`src/rtl/pe_inject_ni.sv`:
```
// pe_inject_ni: PE-to-router injection NI; queues PE words, sends credit-gated flits.
// Optional NI_FLIT_COUNT_EN adds sent_cnt (16b wrapping count of issued flits).
// Ports: clk, rst (async, active-low).
// PE side: req_valid/req_ready/req_dest/req_data.
// Router side: ci, dataout, out_valid.
// Status: state, credit_cnt, credit_err[, sent_cnt].
module pe_inject_ni #(
  parameter int FIFO_DEPTH = 4,
  parameter int CREDITS    = 4
) (
  input  logic        clk,
  input  logic        rst,
  input  logic        req_valid,
  output logic        req_ready,
  input  logic [3:0]  req_dest,
  input  logic [15:0] req_data,
  input  logic        ci,
  output logic [19:0] dataout,
  output logic        out_valid,
  output logic [1:0]  state,
  output logic [2:0]  credit_cnt,
  output logic        credit_err
`ifdef NI_FLIT_COUNT_EN
  ,
  output logic [15:0] sent_cnt
`endif
);

  localparam int AW = (FIFO_DEPTH > 1) ? $clog2(FIFO_DEPTH) : 1;
  localparam logic [AW:0] L_FULL = (AW+1)'(FIFO_DEPTH);
  localparam logic [2:0]  L_CRED = 3'(CREDITS);

  typedef enum logic [1:0] {
    S_IDLE = 2'd0,
    S_SEND = 2'd1,
    S_WAIT = 2'd2
  } state_t;

  logic [19:0]   r_mem [FIFO_DEPTH];
  logic [AW-1:0] r_wptr;
  logic [AW-1:0] r_rptr;
  logic [AW:0]   r_count;
  logic [2:0]    r_credit;
  logic          r_err;
  logic [19:0]   r_dout;
  logic          r_oval;
  state_t        r_state;

  logic          w_push;
  logic          w_pop;
  logic [AW:0]   w_count_nxt;
  logic [2:0]    w_credit_nxt;
  logic          w_err_set;
  state_t        w_state_nxt;

  assign req_ready = (r_count != L_FULL);
  assign w_push    = req_valid && req_ready;
  assign w_pop     = (r_count != '0) && (r_credit != 3'd0);

  always_comb begin
    w_count_nxt = r_count;
    unique case ({w_push, w_pop})
      2'b10:   w_count_nxt = r_count + 1'b1;
      2'b01:   w_count_nxt = r_count - 1'b1;
      default: w_count_nxt = r_count;
    endcase
  end

  // A returned credit and a spent credit cancel; a return
  // with the counter already at its ceiling is an overflow.
  always_comb begin
    w_credit_nxt = r_credit;
    w_err_set    = 1'b0;
    unique case ({ci, w_pop})
      2'b01: w_credit_nxt = r_credit - 1'b1;
      2'b10: begin
        if (r_credit == L_CRED) begin
          w_err_set = 1'b1;
        end else begin
          w_credit_nxt = r_credit + 1'b1;
        end
      end
      default: w_credit_nxt = r_credit;
    endcase
  end

  // State tracks post-edge occupancy and credits so it
  // reflects what the next cycle will do.
  always_comb begin
    w_state_nxt = r_state;
    unique case (r_state)
      S_IDLE: begin
        if (w_count_nxt != '0) begin
          if (w_credit_nxt != 3'd0) w_state_nxt = S_SEND;
          else                      w_state_nxt = S_WAIT;
        end
      end
      S_SEND: begin
        if (w_count_nxt == '0)        w_state_nxt = S_IDLE;
        else if (w_credit_nxt == 3'd0) w_state_nxt = S_WAIT;
      end
      S_WAIT: begin
        if (w_count_nxt == '0)        w_state_nxt = S_IDLE;
        else if (w_credit_nxt != 3'd0) w_state_nxt = S_SEND;
      end
      default: w_state_nxt = S_IDLE;
    endcase
  end

  always_ff @(posedge clk) begin
    if (w_push) r_mem[r_wptr] <= {req_dest, req_data};
  end

  always_ff @(posedge clk or negedge rst) begin
    if (!rst) begin
      r_wptr   <= '0;
      r_rptr   <= '0;
      r_count  <= '0;
      r_credit <= L_CRED;
      r_err    <= 1'b0;
      r_dout   <= '0;
      r_oval   <= 1'b0;
      r_state  <= S_IDLE;
    end else begin
      if (w_push) r_wptr <= r_wptr + 1'b1;
      if (w_pop)  r_rptr <= r_rptr + 1'b1;
      r_count  <= w_count_nxt;
      r_credit <= w_credit_nxt;
      if (w_err_set) r_err <= 1'b1;
      if (w_pop) r_dout <= r_mem[r_rptr];
      r_oval   <= w_pop;
      r_state  <= w_state_nxt;
    end
  end

`ifdef NI_FLIT_COUNT_EN
  logic [15:0] r_sent;

  always_ff @(posedge clk or negedge rst) begin
    if (!rst) begin
      r_sent <= '0;
    end else if (w_pop) begin
      r_sent <= r_sent + 1'b1;
    end
  end

  assign sent_cnt = r_sent;
`endif

  assign dataout    = r_dout;
  assign out_valid  = r_oval;
  assign state      = r_state;
  assign credit_cnt = r_credit;
  assign credit_err = r_err;

endmodule

```
`config.mk`:
```
export PLATFORM = sky130hd
export DESIGN_NAME = pe_inject_ni
export DESIGN_NICKNAME = d
export VERILOG_FILES = /design/src/rtl/pe_inject_ni.sv
export SDC_FILE = /design/constraint.sdc
export NUM_CORES = 1
export LEC_CHECK = 0
export CAP_MARGIN = 20
export CORE_MARGIN = 4
export CORE_UTILIZATION = 55
export CTS_BUF_LIST = sky130_fd_sc_hd__clkbuf_4 sky130_fd_sc_hd__clkbuf_8 sky130_fd_sc_hd__clkbuf_16
export DETAILED_ROUTE_END_ITERATION = 12
export GPL_TIMING_DRIVEN = 0
export PLACE_DENSITY = 0.78
export SLEW_MARGIN = 10
export SYNTH_ARGS = -nofsm -noshare
export SYNTH_HDL_FRONTEND = slang
export SYNTH_SLANG_ARGS = --single-unit
```
`constraint.sdc`:
```
create_clock -name clk -period 6.45 [get_ports clk]
set_input_delay 1.29 -clock clk [delete_from_list [all_inputs] [get_ports clk]]
set_output_delay 1.29 -clock clk [all_outputs]
set_load 0.05 [all_outputs]
```
Word-level counts from Yosys, hierarchy flattened
Memory sizes are Yosys's and may differ from the RTL's. A register that Yosys moved wholly into a read port is not among the register bits.
Index checks and enable logic that the tools add are counted.
{ "classes": {"n_addsub": 6, "n_eq_ne": 11, "muxes": 14, "reduce_logical": 11} }
{ "op_table": {"columns": ["cell", "n"], "rows": [
  ["$mux 2", 6],
  ["$pmux 3 s2", 2],
  ["$reduce_bool 3->1", 4],
  ["$ne 3x3->1 const B", 3],
  ["$add 3x1->3 const B", 2],
  ["$eq 2x1->1 const B", 3],
  ["$eq 2x2->1 const B", 3],
  ["$logic_not 3->1", 2],
  ["$pmux 2 s3", 1],
  ["$sub 3x1->3 const B", 2],
  ["$add 2x1->2 const B", 2],
  ["$mux 1", 4],
  ["$eq 3x3->1 const B", 1],
  ["$mux 3", 1],
  ["$reduce_and 3->1", 1],
  ["$logic_and 1x1->1", 2],
  ["$logic_not 2->1", 1],
  ["$ne 2x2->1 const B", 1],
  ["$logic_not 1->1", 1]
]} }
{ "totals": {"ff_bits": 14, "ramBits": 80, "in_bits": 24, "out_inout_bits": 28, "mem_count": 1} }
{ "memory_table": {"columns": ["memory", "words", "width", "rd", "rd_ports_with_merged_regs", "wr", "line_no", "source"], "rows": [
  ["r_mem", 4, 20, 1, 1, 1, "39", "logic [19:0] r_mem [FIFO_DEPTH];"]
]} }

Logic depth before layout (Yosys ltp)
{ "logic_depth": {"ltp_word": 8, "ltp_mapped": 10, "mapped_depth_nobuf": 10} }

Worst setup path after synthesis
OpenSTA, ideal clock, no wires.
{ "synth_path": {"kind": "input-to-reg", "from": "input port req_valid", "to": "register r_state[0] (netlist: state[0])", "arrival_time_ns": 2.991, "t_required_ns": 6.384, "path_slack_ns": 3.394, "cell_stages": 8, "path_buffers": 0, "cell_sequence": "and2_1 -> inv_1 -> ha_1 -> fa_1 -> xnor2_1 -> or3_1 -> a32o_1 -> o21ba_1"} }
{ "synth_between": {"elab_chain_len": 6, "elab_cells_between_ends": 13} }
{ "synth_lines": {"columns": ["element", "line_no", "source"], "rows": [
  ["from (decl)", "13", "input logic req_valid,"],
  ["$logic_and 1x1->1 *", "57", "assign w_push = req_valid && req_ready;"],
  ["$eq 2x1->1 or $eq 2x2->1 (tied branches)", "62", "unique case ({w_push, w_pop})"],
  ["$pmux 3 s2 *", "62", null],
  ["$logic_not 3->1 or $reduce_bool 3->1 (tied branches)", "99, 103, 93", null],
  ["$ne 3x3->1 (no source line), or another cell as far along", null, null],
  ["$reduce_and 3->1 (no source line) or $pmux 2 s3 (tied branches)", null, null],
  ["to (signal assigned)", "132", "r_state <= w_state_nxt;"],
  ["to (decl)", "47", "state_t r_state;"]
]} }
Mark *: on every way between the ends. The rest lies on a longest branch, timed or not.
A chain may end at the register's enable or synchronous reset.

Worst setup path in the final report
{ "layout_path": {"from": "input port req_valid", "to": "register r_state[1] (netlist: state[1])"} }
Same word-level chain as after synthesis.

==> flow_metrics.env <==
export IMPL_grt_pass1_vias=2431
export IMPL_relSlewSlack=0.250
export IMPL_cap_violations=0
export IMPL_synth_flop_cell="edfxtp_1"
export IMPL_die_h_um=98.3
export IMPL_cts_num_sinks=114
export IMPL_firstDrtPassIters=4
export IMPL_synth_area_leaders="edfxtp_1, dfrtp_1, mux4_2"
export IMPL_worstPathCellList="clkdlybuf4s50_1, and2_1, inv_1, ha_1, fa_1, xnor2_1, or3_1, a32o_1, nor4_1"
export IMPL_cts_root_buf="clkbuf_8"
export IMPL_netlist_area_leader_share=0.535
export IMPL_hp_class="flip-flop to flip-flop"
export IMPL_wl_per_cell_um=19.6
export IMPL_yosys_warnings=0
export IMPL_power_density_nw_per_um2=585
export IMPL_path_class="primary input to flip-flop"
export IMPL_numCtsBuffers=17
export IMPL_max_freq_ghz=0.300
export IMPL_status="finished, final reports clean"
export IMPL_cts_resized=0
export IMPL_port_buffers=51
export IMPL_syn_area_um2=4490
export IMPL_timing_critical_path_buf_inv=2
export IMPL_highest_layer="met4"
export IMPL_power_leakage_nw=2.18
export IMPL_cp_end_kind="flip-flop"
export IMPL_diodes=0
export IMPL_cp_top_family="simple AND/OR/NAND/NOR gates"
export IMPL_wl_um=7950
export IMPL_die_area_um2=9670
export IMPL_skew_ns=0.00830
export IMPL_rsz0062_at_grt="no"
export IMPL_clk_latency_ns=0.50
export IMPL_ys_seq_area_frac=0.725
export IMPL_htreeDepth=4
export IMPL_route_met2_wl_um=4080
export IMPL_syn_to_final_growth_pct=27.9
export IMPL_grt_pass1_wl_um=12600
export IMPL_finalSetupTns_ns=0
export IMPL_num_rows=32
export IMPL_place_hpwl_um=4910
export IMPL_cts_buffer_depth=2
export IMPL_num_vias=2262
export IMPL_num_io_pins=52
export IMPL_hold_slack_ns=0.463
export IMPL_drc=0
export IMPL_dr_first_iter_drc_count=121
export IMPL_worstSetupStartpoint="req_valid"
export IMPL_grt_max_degree=29
export IMPL_cts_tree="yes"
export IMPL_min_from="credit_err"
export IMPL_setup_viol=0
export IMPL_slowest_stage="clkdlybuf4s50_1"
export IMPL_track_usage=0.176
export IMPL_fin_crit_sh=0.517
export IMPL_irDropWorstVdd_mv=0.311
export IMPL_async_flop_share=0.298
export IMPL_num_nets_final=327
export IMPL_crit_path_max_fanout=5
export IMPL_yosysUniqueCellTypes=35
export IMPL_core_um2=7850
export IMPL_fillers=488
export IMPL_synthCells=219
export IMPL_cts_hold_fix_buffers=0
export IMPL_drive_above_1_share=0.266
export IMPL_avgSynthCellArea_um2=20.5
export IMPL_synth_top_cell_by_area="edfxtp_1"
export IMPL_crit_required_ns=6.85
export IMPL_r2r_start="credit_cnt[0]"
export IMPL_viasPerCell=5.57
export IMPL_startpoint_type="primary input"
export IMPL_clk_pin_slew_ns=0.05
export IMPL_ys_seq_elements=114
export IMPL_post_cts_setup_buffers=0
export IMPL_antenna_left=0
export IMPL_crit_arrival_ns=3.73
export IMPL_syn_nets=254
export IMPL_tightest_slew_ns=1.12
export IMPL_drt_met1_wl_um=3360
export IMPL_synth_edf_count=80
export IMPL_fp_dieW_um=98.3
export IMPL_gp_congestion=0.709
export IMPL_fin_crit_ns=3.34
export IMPL_overflow=0
export IMPL_antenna_found_initial=0
export IMPL_hold_viol=0
export IMPL_max_stage_delay_ns=0.56
export IMPL_maxSlewViolCount=0
export IMPL_met3_length_um=374
export IMPL_initial_core_util=0.572
-- per-layer routing --
metal	track usage	up-vias
met1	0.219	1174
met5	0	-
met3	0.0650	15
li1	-	1005
met2	0.289	68
met4	0.0599	0
-- registers in the layout (all words and copies together) (netlist names) --
| signal | cells |
|---|---|
| dataout | 20 |
| r_rptr | 2 |
| out_valid | 1 |
| r_wptr | 2 |
| r_mem | 80 |
| r_count | 3 |
| state | 2 |
| credit_err | 1 |
| credit_cnt | 3 |
-- power by group --
group          total [W]  leakage (nW)  switching, W  internal, W
clock network   0.000891         0.278      0.000303     0.000588
registers        0.00112          1.13     0.0000993      0.00102
logic            0.00135         0.768      0.000734     0.000611
total            0.00336          2.18       0.00114      0.00222
-- stage by stage --
| stage | std cells | area [um^2] | utilization | total power (W) | setup slack (ns) |
|---|---|---|---|---|---|
| 2_1_floorplan | 219 | 4490 | - | 0.00210 | 3.39 |
| 3_3_place_gp | 372 | 5120 | 0.653 | 0.00242 | 2.76 |
| 3_5_place_dp | 373 | 5140 | 0.655 | 0.00248 | 2.69 |
| 4_1_cts | 404 | 5710 | 0.728 | 0.00338 | 3.14 |
| 5_1_grt | 406 | 5740 | 0.732 | 0.00352 | 2.99 |
| 6_report | 406 | 5740 | 0.732 | 0.00336 | 3.11 |
-- worst register-to-register path, cell delays in order (launching register included) --
cell     delay [ns]
dfrtp_1        0.41
inv_1          0.09
ha_1           0.25
a21oi_2        0.34
buf_4          0.31
ha_1           0.25
fa_1           0.44
mux2_2         0.28
nor2_1         0.12
a32o_1         0.20
o21ba_1        0.15
-- logic make-up after synthesis --
family	Yosys count	synth area share
adder cells (fa/ha/maj)	11	0.0323
AO/OA/AOI/OAI	12	0.0201
buffers and inverters	15	0.0176
flip-flops	114	0.725
multiplexers	43	0.173
XOR/XNOR	5	0.00976
AND/OR/NAND/NOR	19	0.0220
-- layout by cell type (no fill, tap or decap), types with 2 or more instances in the layout --
master | synthesis | layout
and3_1 | 5 | 5
edfxtp_1 | 80 | 80
mux2_2 | 6 | 6
mux4_1 | 2 | 2
clkbuf_1 | 2 | 2
o21ai_0 | 3 | 3
buf_4 | 2 | 2
clkinv_2 | 0 | 5
buf_6 | 2 | 2
clkbuf_16 | 0 | 16
nand2_1 | 5 | 5
xnor2_1 | 4 | 4
buf_8 | 0 | 2
mux4_2 | 18 | 18
dfrtp_1 | 33 | 33
ha_1 | 10 | 10
clkbuf_4 | 0 | 2
mux2_4 | 16 | 16
inv_1 | 9 | 9
clkdlybuf4s50_1 | 0 | 50
nor3_1 | 2 | 2
clkinvlp_4 | 0 | 3
bufinv_16 | 0 | 3
nor2_1 | 2 | 2
-- final timing paths --
| check | to | slack (ns) | cells after the start |
|---|---|---|---|
| max in group asynchronous | credit_cnt[2] | 5.30 | 2 |
| max | state[1] | 3.11 | 9 |
| min reg2reg | credit_err | 0.46 | 1 |
| min | credit_err | 0.46 | 1 |
| min in group asynchronous | dataout[13] | 0.65 | 1 |
| max reg2reg | state[0] | 3.50 | 10 |
-- Yosys cell counts (2+ instances only) --
library cell and count:
edfxtp_1 80, nor2_1 2, clkbuf_1 2, ha_1 10, o21ai_0 3, dfrtp_1 33, mux2_2 6, and3_1 5
inv_1 9, buf_6 2, nand2_1 5, xnor2_1 4, mux2_4 16, nor3_1 2, buf_4 2, mux4_1 2
mux4_2 18
-- area by class of cell --
| cell class | count | area, um^2 | share of cell area |
|---|---|---|---|
| clock inverter | 12 | 141 | 0.0246 |
| clock buffer | 19 | 429 | 0.0748 |
| tap | 102 | 128 | 0.0222 |
| multi-input combinational | 90 | 1150 | 0.201 |
| buffer | 6 | 45.0 | 0.00785 |
| timing repair buffer | 54 | 556 | 0.0968 |
| sequential | 114 | 3250 | 0.567 |
| inverter | 9 | 33.8 | 0.00588 |
No activity file was read; power rests on OpenSTA's default activity.
